--- src/rtl/multi_deque_pkg.sv ---
// Shared encodings for the multi-channel deque: end selection and command decode.
package multi_deque_pkg;

    localparam logic END_FRONT = 1'b0;
    localparam logic END_BACK  = 1'b1;

    typedef enum logic [1:0] {
        OP_NOP     = 2'd0,
        OP_PUSH    = 2'd1,
        OP_POP     = 2'd2,
        OP_REPLACE = 2'd3
    } op_e;

    // push and pop in the same cycle collapse into a single replace
    function automatic op_e decode_op(input logic push, input logic pop);
        case ({push, pop})
            2'b10:   return OP_PUSH;
            2'b01:   return OP_POP;
            2'b11:   return OP_REPLACE;
            default: return OP_NOP;
        endcase
    endfunction

endpackage

--- src/rtl/multi_deque_if.sv ---
// Command / data bus of the multi-channel deque.
interface multi_deque_if #(
    parameter int WIDTH    = 8,
    parameter int CHANNELS = 2
) ();
    localparam int CH_BITS = $clog2(CHANNELS);

    logic [CH_BITS-1:0]  ch_sel;
    logic                end_sel;
    logic                push;
    logic                pop;
    logic [WIDTH-1:0]    data_in;
    logic [WIDTH-1:0]    data_out;
    logic                data_valid;
    logic [CHANNELS-1:0] empty;
    logic [CHANNELS-1:0] full;
    logic                error;

    modport master (
        output ch_sel, end_sel, push, pop, data_in,
        input  data_out, data_valid, empty, full, error
    );

    modport slave (
        input  ch_sel, end_sel, push, pop, data_in,
        output data_out, data_valid, empty, full, error
    );
endinterface

--- src/rtl/multi_deque_channel.sv ---
// One double-ended queue: circular buffer with head/tail pointers and occupancy count.
module deque_channel
    import multi_deque_pkg::*;
#(
    parameter int WIDTH = 8,
    parameter int DEPTH = 16
) (
    input  logic             clk,
    input  logic             rst,
    input  logic             i_en,
    input  op_e              i_op,
    input  logic             i_end,
    input  logic [WIDTH-1:0] i_data,
    output logic [WIDTH-1:0] o_rd_data,
    output logic             o_empty,
    output logic             o_full,
    output logic             o_op_err
);
    localparam int PTR_W    = $clog2(DEPTH);
    localparam int CNT_BITS = $clog2(DEPTH) + 1;

    logic [WIDTH-1:0]    r_mem [DEPTH];
    logic [PTR_W-1:0]    r_head;
    logic [PTR_W-1:0]    r_tail;
    logic [CNT_BITS-1:0] r_count;

    logic [PTR_W-1:0]    w_head_m1;
    logic [PTR_W-1:0]    w_tail_m1;
    logic [PTR_W-1:0]    w_end_addr;
    logic [WIDTH-1:0]    w_end_data;
    logic                w_front;
    logic                w_do_push;
    logic                w_do_pop;
    logic                w_do_repl;
    logic                w_we;
    logic [PTR_W-1:0]    w_waddr;

    assign o_empty    = (r_count == '0);
    assign o_full     = (r_count == CNT_BITS'(DEPTH));
    assign w_front    = (i_end == END_FRONT);
    assign w_head_m1  = r_head - PTR_W'(1);
    assign w_tail_m1  = r_tail - PTR_W'(1);
    // the element currently sitting at the selected end
    assign w_end_addr = w_front ? r_head : w_tail_m1;
    assign w_end_data = r_mem[w_end_addr];

    assign w_do_push  = i_en && (i_op == OP_PUSH)    && !o_full;
    assign w_do_pop   = i_en && (i_op == OP_POP)     && !o_empty;
    assign w_do_repl  = i_en && (i_op == OP_REPLACE) && !o_empty;
    assign o_op_err   = i_en && (((i_op == OP_PUSH) && o_full) || ((i_op == OP_POP) && o_empty));

    // select the storage write slot for a push or an in-place replace
    always_comb begin
        w_we    = 1'b0;
        w_waddr = r_tail;
        if (w_do_push) begin
            w_we    = 1'b1;
            w_waddr = w_front ? w_head_m1 : r_tail;
        end else if (w_do_repl) begin
            w_we    = 1'b1;
            w_waddr = w_end_addr;
        end
    end

    // read word for the top to register; replace on an empty channel passes data_in through
    always_comb begin
        o_rd_data = '0;
        if (i_en) begin
            if (i_op == OP_REPLACE)
                o_rd_data = o_empty ? i_data : w_end_data;
            else if (w_do_pop)
                o_rd_data = w_end_data;
        end
    end

    // storage write; contents are deliberately not reset
    always_ff @(posedge clk) begin
        if (w_we)
            r_mem[w_waddr] <= i_data;
    end

    // pointer and occupancy update
    always_ff @(posedge clk or posedge rst) begin
        if (rst) begin
            r_head  <= '0;
            r_tail  <= '0;
            r_count <= '0;
        end else if (w_do_push) begin
            if (w_front) r_head <= w_head_m1;
            else         r_tail <= r_tail + PTR_W'(1);
            r_count <= r_count + CNT_BITS'(1);
        end else if (w_do_pop) begin
            if (w_front) r_head <= r_head + PTR_W'(1);
            else         r_tail <= w_tail_m1;
            r_count <= r_count - CNT_BITS'(1);
        end
    end
endmodule

--- src/rtl/multi_deque.sv ---
// CHANNELS independent deques behind one shared command/data bus with registered read data.
module multi_deque
    import multi_deque_pkg::*;
#(
    parameter int WIDTH    = 8,
    parameter int DEPTH    = 16,
    parameter int CHANNELS = 2
) (
    input  logic          clk,
    input  logic          rst,
    multi_deque_if.slave  bus
);
    localparam int CH_BITS  = $clog2(CHANNELS);
    localparam int CNT_BITS = $clog2(DEPTH) + 1;

    op_e                 w_op;
    logic                w_cmd;
    logic                w_ch_ok;
    logic [CHANNELS-1:0] w_en;
    logic [CHANNELS-1:0] w_empty;
    logic [CHANNELS-1:0] w_full;
    logic [CHANNELS-1:0] w_op_err;
    logic [WIDTH-1:0]    w_rd_data [CHANNELS];
    logic [WIDTH-1:0]    w_rd_or;
    logic                w_vld_nxt;
    logic                w_err_nxt;

    logic [WIDTH-1:0]    r_data_out;
    logic                r_data_valid;
    logic                r_error;

    assign w_op    = decode_op(bus.push, bus.pop);
    assign w_cmd   = bus.push || bus.pop;
    assign w_ch_ok = (32'(bus.ch_sel) < 32'(CHANNELS));

    for (genvar g = 0; g < CHANNELS; g++) begin : g_ch
        assign w_en[g] = w_ch_ok && (bus.ch_sel == CH_BITS'(g));

        deque_channel #(
            .WIDTH (WIDTH),
            .DEPTH (DEPTH)
        ) u_ch (
            .clk       (clk),
            .rst       (rst),
            .i_en      (w_en[g]),
            .i_op      (w_op),
            .i_end     (bus.end_sel),
            .i_data    (bus.data_in),
            .o_rd_data (w_rd_data[g]),
            .o_empty   (w_empty[g]),
            .o_full    (w_full[g]),
            .o_op_err  (w_op_err[g])
        );
    end

    // merge channel read data (unselected channels drive zero) and derive next strobes
    always_comb begin
        w_rd_or   = '0;
        w_vld_nxt = 1'b0;
        for (int i = 0; i < CHANNELS; i++) begin
            w_rd_or   = w_rd_or | w_rd_data[i];
            w_vld_nxt = w_vld_nxt ||
                        (w_en[i] && ((w_op == OP_REPLACE) || ((w_op == OP_POP) && !w_empty[i])));
        end
        w_err_nxt = (|w_op_err) || (w_cmd && !w_ch_ok);
    end

    // registered read data, valid strobe and error pulse
    always_ff @(posedge clk or posedge rst) begin
        if (rst) begin
            r_data_out   <= '0;
            r_data_valid <= 1'b0;
            r_error      <= 1'b0;
        end else begin
            r_data_out   <= w_vld_nxt ? w_rd_or : '0;
            r_data_valid <= w_vld_nxt;
            r_error      <= w_err_nxt;
        end
    end

    assign bus.data_out   = r_data_out;
    assign bus.data_valid = r_data_valid;
    assign bus.error      = r_error;
    assign bus.empty      = w_empty;
    assign bus.full       = w_full;

    // occupancy width is fixed by DEPTH; keep it visible for integrators
    localparam int CNT_W_EXPORT = CNT_BITS;
endmodule

--- src/flat_wrapper.sv ---
// flat-port wrapper written by rule: the top's interface ports become plain ports
module multi_deque_flat import multi_deque_pkg::*;
#(
    parameter int WIDTH    = 8,
    parameter int DEPTH    = 16,
    parameter int CHANNELS = 2
)
  (clk, rst, bus_ch_sel, bus_end_sel, bus_push, bus_pop, bus_data_in, bus_data_out, bus_data_valid, bus_empty, bus_full, bus_error);
  multi_deque_if #(.WIDTH(WIDTH), .CHANNELS(CHANNELS)) bus_i ();
  input  logic clk;
  input  logic rst;
  input wire logic [$bits(bus_i.ch_sel)-1:0] bus_ch_sel;
  input wire logic [$bits(bus_i.end_sel)-1:0] bus_end_sel;
  input wire logic [$bits(bus_i.push)-1:0] bus_push;
  input wire logic [$bits(bus_i.pop)-1:0] bus_pop;
  input wire logic [$bits(bus_i.data_in)-1:0] bus_data_in;
  output wire logic [$bits(bus_i.data_out)-1:0] bus_data_out;
  output wire logic [$bits(bus_i.data_valid)-1:0] bus_data_valid;
  output wire logic [$bits(bus_i.empty)-1:0] bus_empty;
  output wire logic [$bits(bus_i.full)-1:0] bus_full;
  output wire logic [$bits(bus_i.error)-1:0] bus_error;
  assign bus_i.ch_sel = bus_ch_sel;
  assign bus_i.end_sel = bus_end_sel;
  assign bus_i.push = bus_push;
  assign bus_i.pop = bus_pop;
  assign bus_i.data_in = bus_data_in;
  assign bus_data_out = bus_i.data_out;
  assign bus_data_valid = bus_i.data_valid;
  assign bus_empty = bus_i.empty;
  assign bus_full = bus_i.full;
  assign bus_error = bus_i.error;
  multi_deque #(.WIDTH(WIDTH), .DEPTH(DEPTH), .CHANNELS(CHANNELS)) u_core (.clk(clk), .rst(rst), .bus(bus_i));
endmodule
--- config.mk ---
export PLATFORM = sky130hd
export DESIGN_NAME = multi_deque_flat
export DESIGN_NICKNAME = d
export VERILOG_FILES = /design/src/rtl/multi_deque_pkg.sv /design/src/rtl/multi_deque_if.sv /design/src/rtl/multi_deque_channel.sv /design/src/rtl/multi_deque.sv /design/src/flat_wrapper.sv
export SDC_FILE = /design/constraint.sdc
export NUM_CORES = 1
export LEC_CHECK = 0
export ABC_AREA = 1
export BUFFER_PORTS_ARGS = -buffer_cell sky130_fd_sc_hd__buf_2
export CAP_MARGIN = 20
export CORE_ASPECT_RATIO = 0.5
export CORE_MARGIN = 10
export CORE_UTILIZATION = 26
export CTS_CLUSTER_SIZE = 40
export DETAILED_ROUTE_END_ITERATION = 8
export GPL_TIMING_DRIVEN = 1
export RECOVER_POWER = 25
export SYNTH_ARGS = -nofsm -noshare
export SYNTH_HDL_FRONTEND = slang
export SYNTH_SLANG_ARGS = --single-unit
--- constraint.sdc ---
create_clock -name clk -period 6.9 [get_ports clk]
set_input_delay 0.345 -clock clk [delete_from_list [all_inputs] [get_ports clk]]
set_output_delay 0.345 -clock clk [all_outputs]
set_load 0.02 [all_outputs]
Word-level counts from Yosys, hierarchy flattened
Memory sizes are Yosys's and may differ from the RTL's. Cells that the tools add are included.

Shift operators: 0. Eq/ne operators: 16. $add $sub $neg: 12. Bitwise gates (word level): 2. Multipliers: 0. Mux-type cells: 46. Reductions and logical operators: 40. Div/mod/pow operators: 0. Order comparisons: 0.

Operators by type and width (number): $mux 4 (24); $mux 8 (9); $logic_and 1x1->1 (22); $mux 5 (4); $add 4x1->4 const B (4); $ne 2x2->1 const B (8); $sub 4x1->4 const B (4); $reduce_and 3->1 (4); $add 5x1->5 const B (2); $eq 5x5->1 const B (2); $logic_not 5->1 (2); $sub 5x1->5 const B (2); $eq 2x2->1 const B (4); $mux 1 (8); $or 8x8->8 (1); $pmux 2 s3 (1); $logic_or 1x1->1 (5); $eq 2x1->1 const B (2); $logic_not 1->1 (4); $reduce_bool 2->1 (2); $reduce_or 2->1 (1); $not 1->1 (1).

RAM bits: 256. Bits in latches: 0. Bits in registers: 36. Output and inout bits: 14. Input bits: 14. Bits in read-only memories: 0. Word-level logic and storage cells: 127. Memories: 2.

Memories: u_core.g_ch[0].u_ch.r_mem (depth 16, width 8, rd ports 1, clocked after Yosys merged registers in 0, wr ports 1, RTL line multi_deque_channel.sv:22) `logic [WIDTH-1:0] r_mem [DEPTH];`; u_core.g_ch[1].u_ch.r_mem (depth 16, width 8, rd ports 1, clocked after Yosys merged registers in 0, wr ports 1, RTL line multi_deque_channel.sv:22).

Longest topological paths before layout
Depth in word-level cells: 10. Mapped depth: 17. Gate-level depth less buffers: 17.

Hierarchy
From an unflattened synthesis, not the netlist that was laid out.

Cells, all modules: 1273. Area total of the unflattened synthesis: 13482.9 um2.

By module, submodules not included: deque_channel (times used 2, sequential area each 4169.0 um2, cells an instance 617, area each 6553.8 um2); multi_deque (times used 1, sequential area each 250.2 um2, cells an instance 39, area each 375.4 um2).

Worst setup path before layout
No wires, ideal clock.

Path type: reg2reg. From: register u_core.g_ch[1].u_ch.r_tail[0]. To: memory u_core.g_ch[1].u_ch.r_mem[14][0], enable pin. Library setup time: 0.370 ns. Data required time: 6.530 ns. Arrival: 1.866 ns. Period minus slack after synthesis: 2.236 ns. Path slack: 4.664 ns. Stages on the path, launching flop included: 10. Path through: dfrtp_1 -> inv_1 -> ha_1 -> nand2_1 -> nand3_2 -> o21ai_2 -> o21ai_1 -> o21ai_2 -> nand2_1 -> nor2_1.

Longest elaborated chain between the ends: 4. Elaborated cells on any way between the ends: 5.

RTL lines: start: declaration (RTL line multi_deque_channel.sv:24) `logic [PTR_W-1:0] r_tail;`; start signal: assignment (RTL line multi_deque_channel.sv:90) `else r_tail <= r_tail + PTR_W'(1);`; start signal: assignment (RTL line multi_deque_channel.sv:94) `else r_tail <= w_tail_m1;`; $sub 4x1->4 (RTL line multi_deque_channel.sv:42) `assign w_tail_m1 = r_tail - PTR_W'(1);`; $mux 4 (RTL line multi_deque_channel.sv:44) `assign w_end_addr = w_front ? r_head : w_tail_m1;`; $mux 4 (RTL line multi_deque_channel.sv:59) `end else if (w_do_repl) begin`; $mux 4 (*) (RTL line multi_deque_channel.sv:56) `if (w_do_push) begin`; end: declaration (RTL line multi_deque_channel.sv:22).

Every way passes the cells marked *; elsewhere a longest branch is shown, timed or not.

Worst setup path in the final report
From: register u_core.g_ch[0].u_ch.r_count[3]. To: memory u_core.g_ch[0].u_ch.r_mem[9][6], enable pin.

Longest elaborated chain between the ends: 7. Elaborated cells on any way between the ends: 12.

RTL lines: start: declaration (RTL line multi_deque_channel.sv:25) `logic [CNT_BITS-1:0] r_count;`; start signal: assignment (RTL line multi_deque_channel.sv:91) `r_count <= r_count + CNT_BITS'(1);`; start signal: assignment (RTL line multi_deque_channel.sv:95) `r_count <= r_count - CNT_BITS'(1);`; $logic_not 5->1 (RTL line multi_deque_channel.sv:38) `assign o_empty = (r_count == '0);`; $logic_not 1->1 (RTL line multi_deque_channel.sv:49) `assign w_do_repl = i_en && (i_op == OP_REPLACE) && !o_empty;`; $logic_and 1x1->1 (RTL line multi_deque_channel.sv:49); $mux 1 (RTL line multi_deque_channel.sv:59); $mux 1 (RTL line multi_deque_channel.sv:56); $mux 1 (RTL line multi_deque_channel.sv:78) `if (w_we)`; $mux 1 (not written as such) (RTL line multi_deque_channel.sv:79) `r_mem[w_waddr] <= i_data;`; end: declaration (RTL line multi_deque_channel.sv:22).

Parallel ways exist; a longest one is shown, timed or not.

==> reports/qor.csv <==
stage;metric;value;unit
final_layout;finish.utilization;29.6;%
power_and_ir_drop;worst_ir_drop_vdd;0.181;mV
worst_setup_path;startpoint_type;flop;
floorplan;dieArea;61300;um^2
logic_synthesis;synth_top_family_by_area;simple AND/OR/NAND/NOR gates;
floorplan;fp.dieW;340;um
logic_synthesis;syn-num-nets;1310;
logic_synthesis;synth-simple-area-share;24.8;%
floorplan;rows;58;
cts;clock_tree.buffer_depth;3;
routing;drtAntennaViolNets;0;
cts;clock_latency;0.55;ns
timing;rsz0062_at_grt;no;
logic_synthesis;synth_seq_cells;292;
hold_path;hp-class;input port to flop;
run_status;violations;capacitance limit, slew limit;
grt;first_global_vias;8796;
routing;wl_per_cell;16.5;um
final_layout;multi_input_area;4150;um^2
routing;route.vias.total;9257;
timing;max_slew_margin;-39.8;%
place;gp_congestion;0.827;
worst_setup_path;critPathArrivalTime;3.60;ns
logic_synthesis;synth-compound-area-share;3.74;%
final_layout;fin_area;14900;um^2
place;port_buffers;27;
timing;fmax;0.292;GHz
logic_synthesis;async_flop_share;12.3;%
routing;drt_wl_total;32900;um
worst_setup_path;setup.worst_path.start;u_core.g_ch[0].u_ch.r_count[3];
run_status;status;finished with violations;
floorplan;io_pins;28;
cts;cts_buffers;28;
final_layout;nets;1315;
final_layout;nFillCells;5246;
logic_synthesis;ys.warnings.count;0;
timing;min_period;3.43;ns
cts;clk_pin_slew;0.06;ns
grt;grt_pass1_wl;50800;um
floorplan;core_area;50500;um^2
logic_synthesis;synthCells;1282;
logic_synthesis;yosysSeqAreaShare;64.3;%
timing;slew_violations;245;
grt;grt_overflow_total;0;
final_layout;syn_to_final_growth;11.9;%
logic_synthesis;synth.area.mux_share;0;%
logic_synthesis;avgSynthCellArea;10.4;um^2
routing;remaining_drc_errors;0;
logic_synthesis;synth-edff-count;256;
power_and_ir_drop;totalPowerFinal;5.87;mW
logic_synthesis;synth_xor_area_share;1.25;%
final_layout;seq_area;8590;um^2
cts;cts_root_buffer;clkbuf_16;
timing;finalHoldViolations;0;
hold_path;worstHoldStart;bus_pop;
worst_setup_path;crit_type;flop to flop;
floorplan;initial_core_util;26.4;%
grt;grt_usage;10.3;%
final_layout;antenna-diode-count;0;
worst_setup_path;worstSetupEndpointType;flop;
routing;via_per_inst;4.63;
logic_synthesis;synth_ff_type;edfxtp_1;
grt;antenna_found_initial;0;
power_and_ir_drop;power_density;393;nW/um^2
grt;grt_max_degree;67;
logic_synthesis;synth_area;13300;um^2
timing;setup_violations;0;
worst_setup_path;rr_startpoint;u_core.g_ch[0].u_ch.r_count[3];
power_and_ir_drop;power_leakage;5.58;nW
timing;worst_slew_pin_slew;2.10;ns
timing;clock_skew;0.00733;ns
floorplan;die_y;180;um
place;dp_hpwl;20400;um
place;place_area;14000;um^2
timing;fin_crit_sh;49.6;%
logic_synthesis;synth_cell_types;37;
worst_setup_path;worstPathRequired;7.08;ns
final_layout;layout-drive-gt1-share;8.71;%
cts;clock-sinks;292;
worst_setup_path;crit_fanout;21;
timing;finalSetupTns;0;ns
routing;first_pass_iters;5;
cts;cts_tree;done;
logic_synthesis;synth-adder-area-share;1.31;%
run;drv_cap;7;
timing;hold_ws;0.0959;ns
cts;cts_max_level;1;
routing;dr.first_iter.drc_count;880;
-- cell usage in the layout, fill, tap and decap left out, types with 2 or more instances in the layout --
cell,Yosys,routed
nand2_1,385,384
nand3_1,283,283
edfxtp_1,256,256
nor2_1,64,64
inv_1,50,50
o21ai_0,42,42
dfrtp_1,36,36
clkbuf_16,0,29
buf_2,30,20
xor2_1,16,16
ha_1,14,14
clkbuf_1,1,11
o21ai_1,10,10
nand2_2,9,10
a21oi_1,8,8
inv_2,8,8
o21ai_2,7,7
clkinv_2,0,6
clkbuf_8,0,6
nor2_2,5,5
buf_4,18,5
o211ai_1,4,4
nand3_2,4,4
clkinv_1,1,4
nand4_1,3,3
xnor2_1,3,3
nand2_4,3,3
nand3b_1,2,2
a31oi_4,2,2
clkinv_4,0,2
-- cells in the mapped netlist (3+ instances only) --
master / n / share of area [%]
a21oi_1: 8 / 0.30
buf_1: 3 / 0.084
buf_2: 30 / 1.1
buf_4: 18 / 1.0
buf_6: 6 / 0.51
dfrtp_1: 36 / 6.7
edfxtp_1: 256 / 58
ha_1: 14 / 1.3
inv_1: 50 / 1.4
inv_2: 8 / 0.23
nand2_1: 385 / 11
nand2_2: 9 / 0.42
nand2_4: 3 / 0.25
nand3_1: 283 / 11
nand3_2: 4 / 0.30
nand4_1: 3 / 0.14
nor2_1: 64 / 1.8
nor2_2: 5 / 0.23
o211ai_1: 4 / 0.23
o21ai_0: 42 / 1.6
o21ai_1: 10 / 0.38
o21ai_2: 7 / 0.46
xnor2_1: 3 / 0.20
xor2_1: 16 / 1.0
-- logic make-up after synthesis --
| group | count (synthesis) |
|---|---|
| and+or+nand+nor | 759 |
| DFF | 292 |
| buffers and inverters | 118 |
| AOI/OAI and AO/OA | 80 |
| xor gates and xnor gates | 19 |
| adders and majority gates | 14 |
-- metal layers --
layer / global-route usage [%] / routed length (um) / up-vias
met2: 16.8 / 15300 / 288
met4: 2.88 / 813 / 0
met5: 0 / 0 / -
li1: - / - / 4440
met1: 13.8 / 14600 / 4475
met3: 1.89 / 2180 / 54
-- state kept, by name (all words and copies together) (netlist names) --
register,cells
u_core.g_ch.u_ch.r_mem,256
u_core.g_ch.u_ch.r_count,10
u_core.bus.data_out,8
u_core.g_ch.u_ch.r_head,8
u_core.g_ch.u_ch.r_tail,8
u_core.bus.data_valid,1
u_core.bus.error,1
-- worst paths after layout --
path	endpoint	slack, ns	depth (start not counted)
setup / recovery	u_core.g_ch[0].u_ch.r_mem[9][6]	3.47	9
hold / removal	u_core.bus.data_valid	0.1	3
setup reg to reg	u_core.g_ch[0].u_ch.r_mem[9][6]	3.47	9
hold reg to reg	u_core.g_ch[0].u_ch.r_count[4]	0.51	2
max in group asynchronous	u_core.g_ch[1].u_ch.r_count[1]	6.10	4
min in group asynchronous	u_core.g_ch[0].u_ch.r_count[2]	0.44	4
-- power breakdown --
part | internal, mW | leakage [nW] | switching, mW
logic | 0.640 | 2.37 | 1.50
clock network | 0.868 | 0.456 | 0.648
registers | 2.09 | 2.75 | 0.117
-- worst max-delay path: stages, from the launching register on --
cell     delay [ns]
dfrtp_1        0.41
nor2_1         0.17
nand3_1        0.17
nand2_1        0.68
inv_1          0.39
nand2_1        0.13
o21ai_1        0.11
a21oi_2        0.17
nand2_1        0.17
nor2_1         0.64
-- stage by stage --
stage,cells,setup slack (ns)
2_1_floorplan,1282,4.66
3_3_place_gp,1945,3.49
3_5_place_dp,1945,3.42
4_1_cts,1998,3.49
5_1_grt,1999,3.21
6_report,1999,3.47
-- repair_timing --
action | in CTS | in global routing
setup buffers | 0 | 0
hold endpoints to repair | 36 | 0
resized for setup | 0 | 0
hold buffers | 1 | 0
-- area by class of cell --
cell class                 count  area share [%]
sequential                   292            57.5
multi-input combinational    872            27.8
tap                          690            5.78
clock buffer                  39            5.51
inverter                      59            1.48
timing repair buffer          34            1.30
clock inverter                13           0.628
Power figures use the tool's default switching activity.
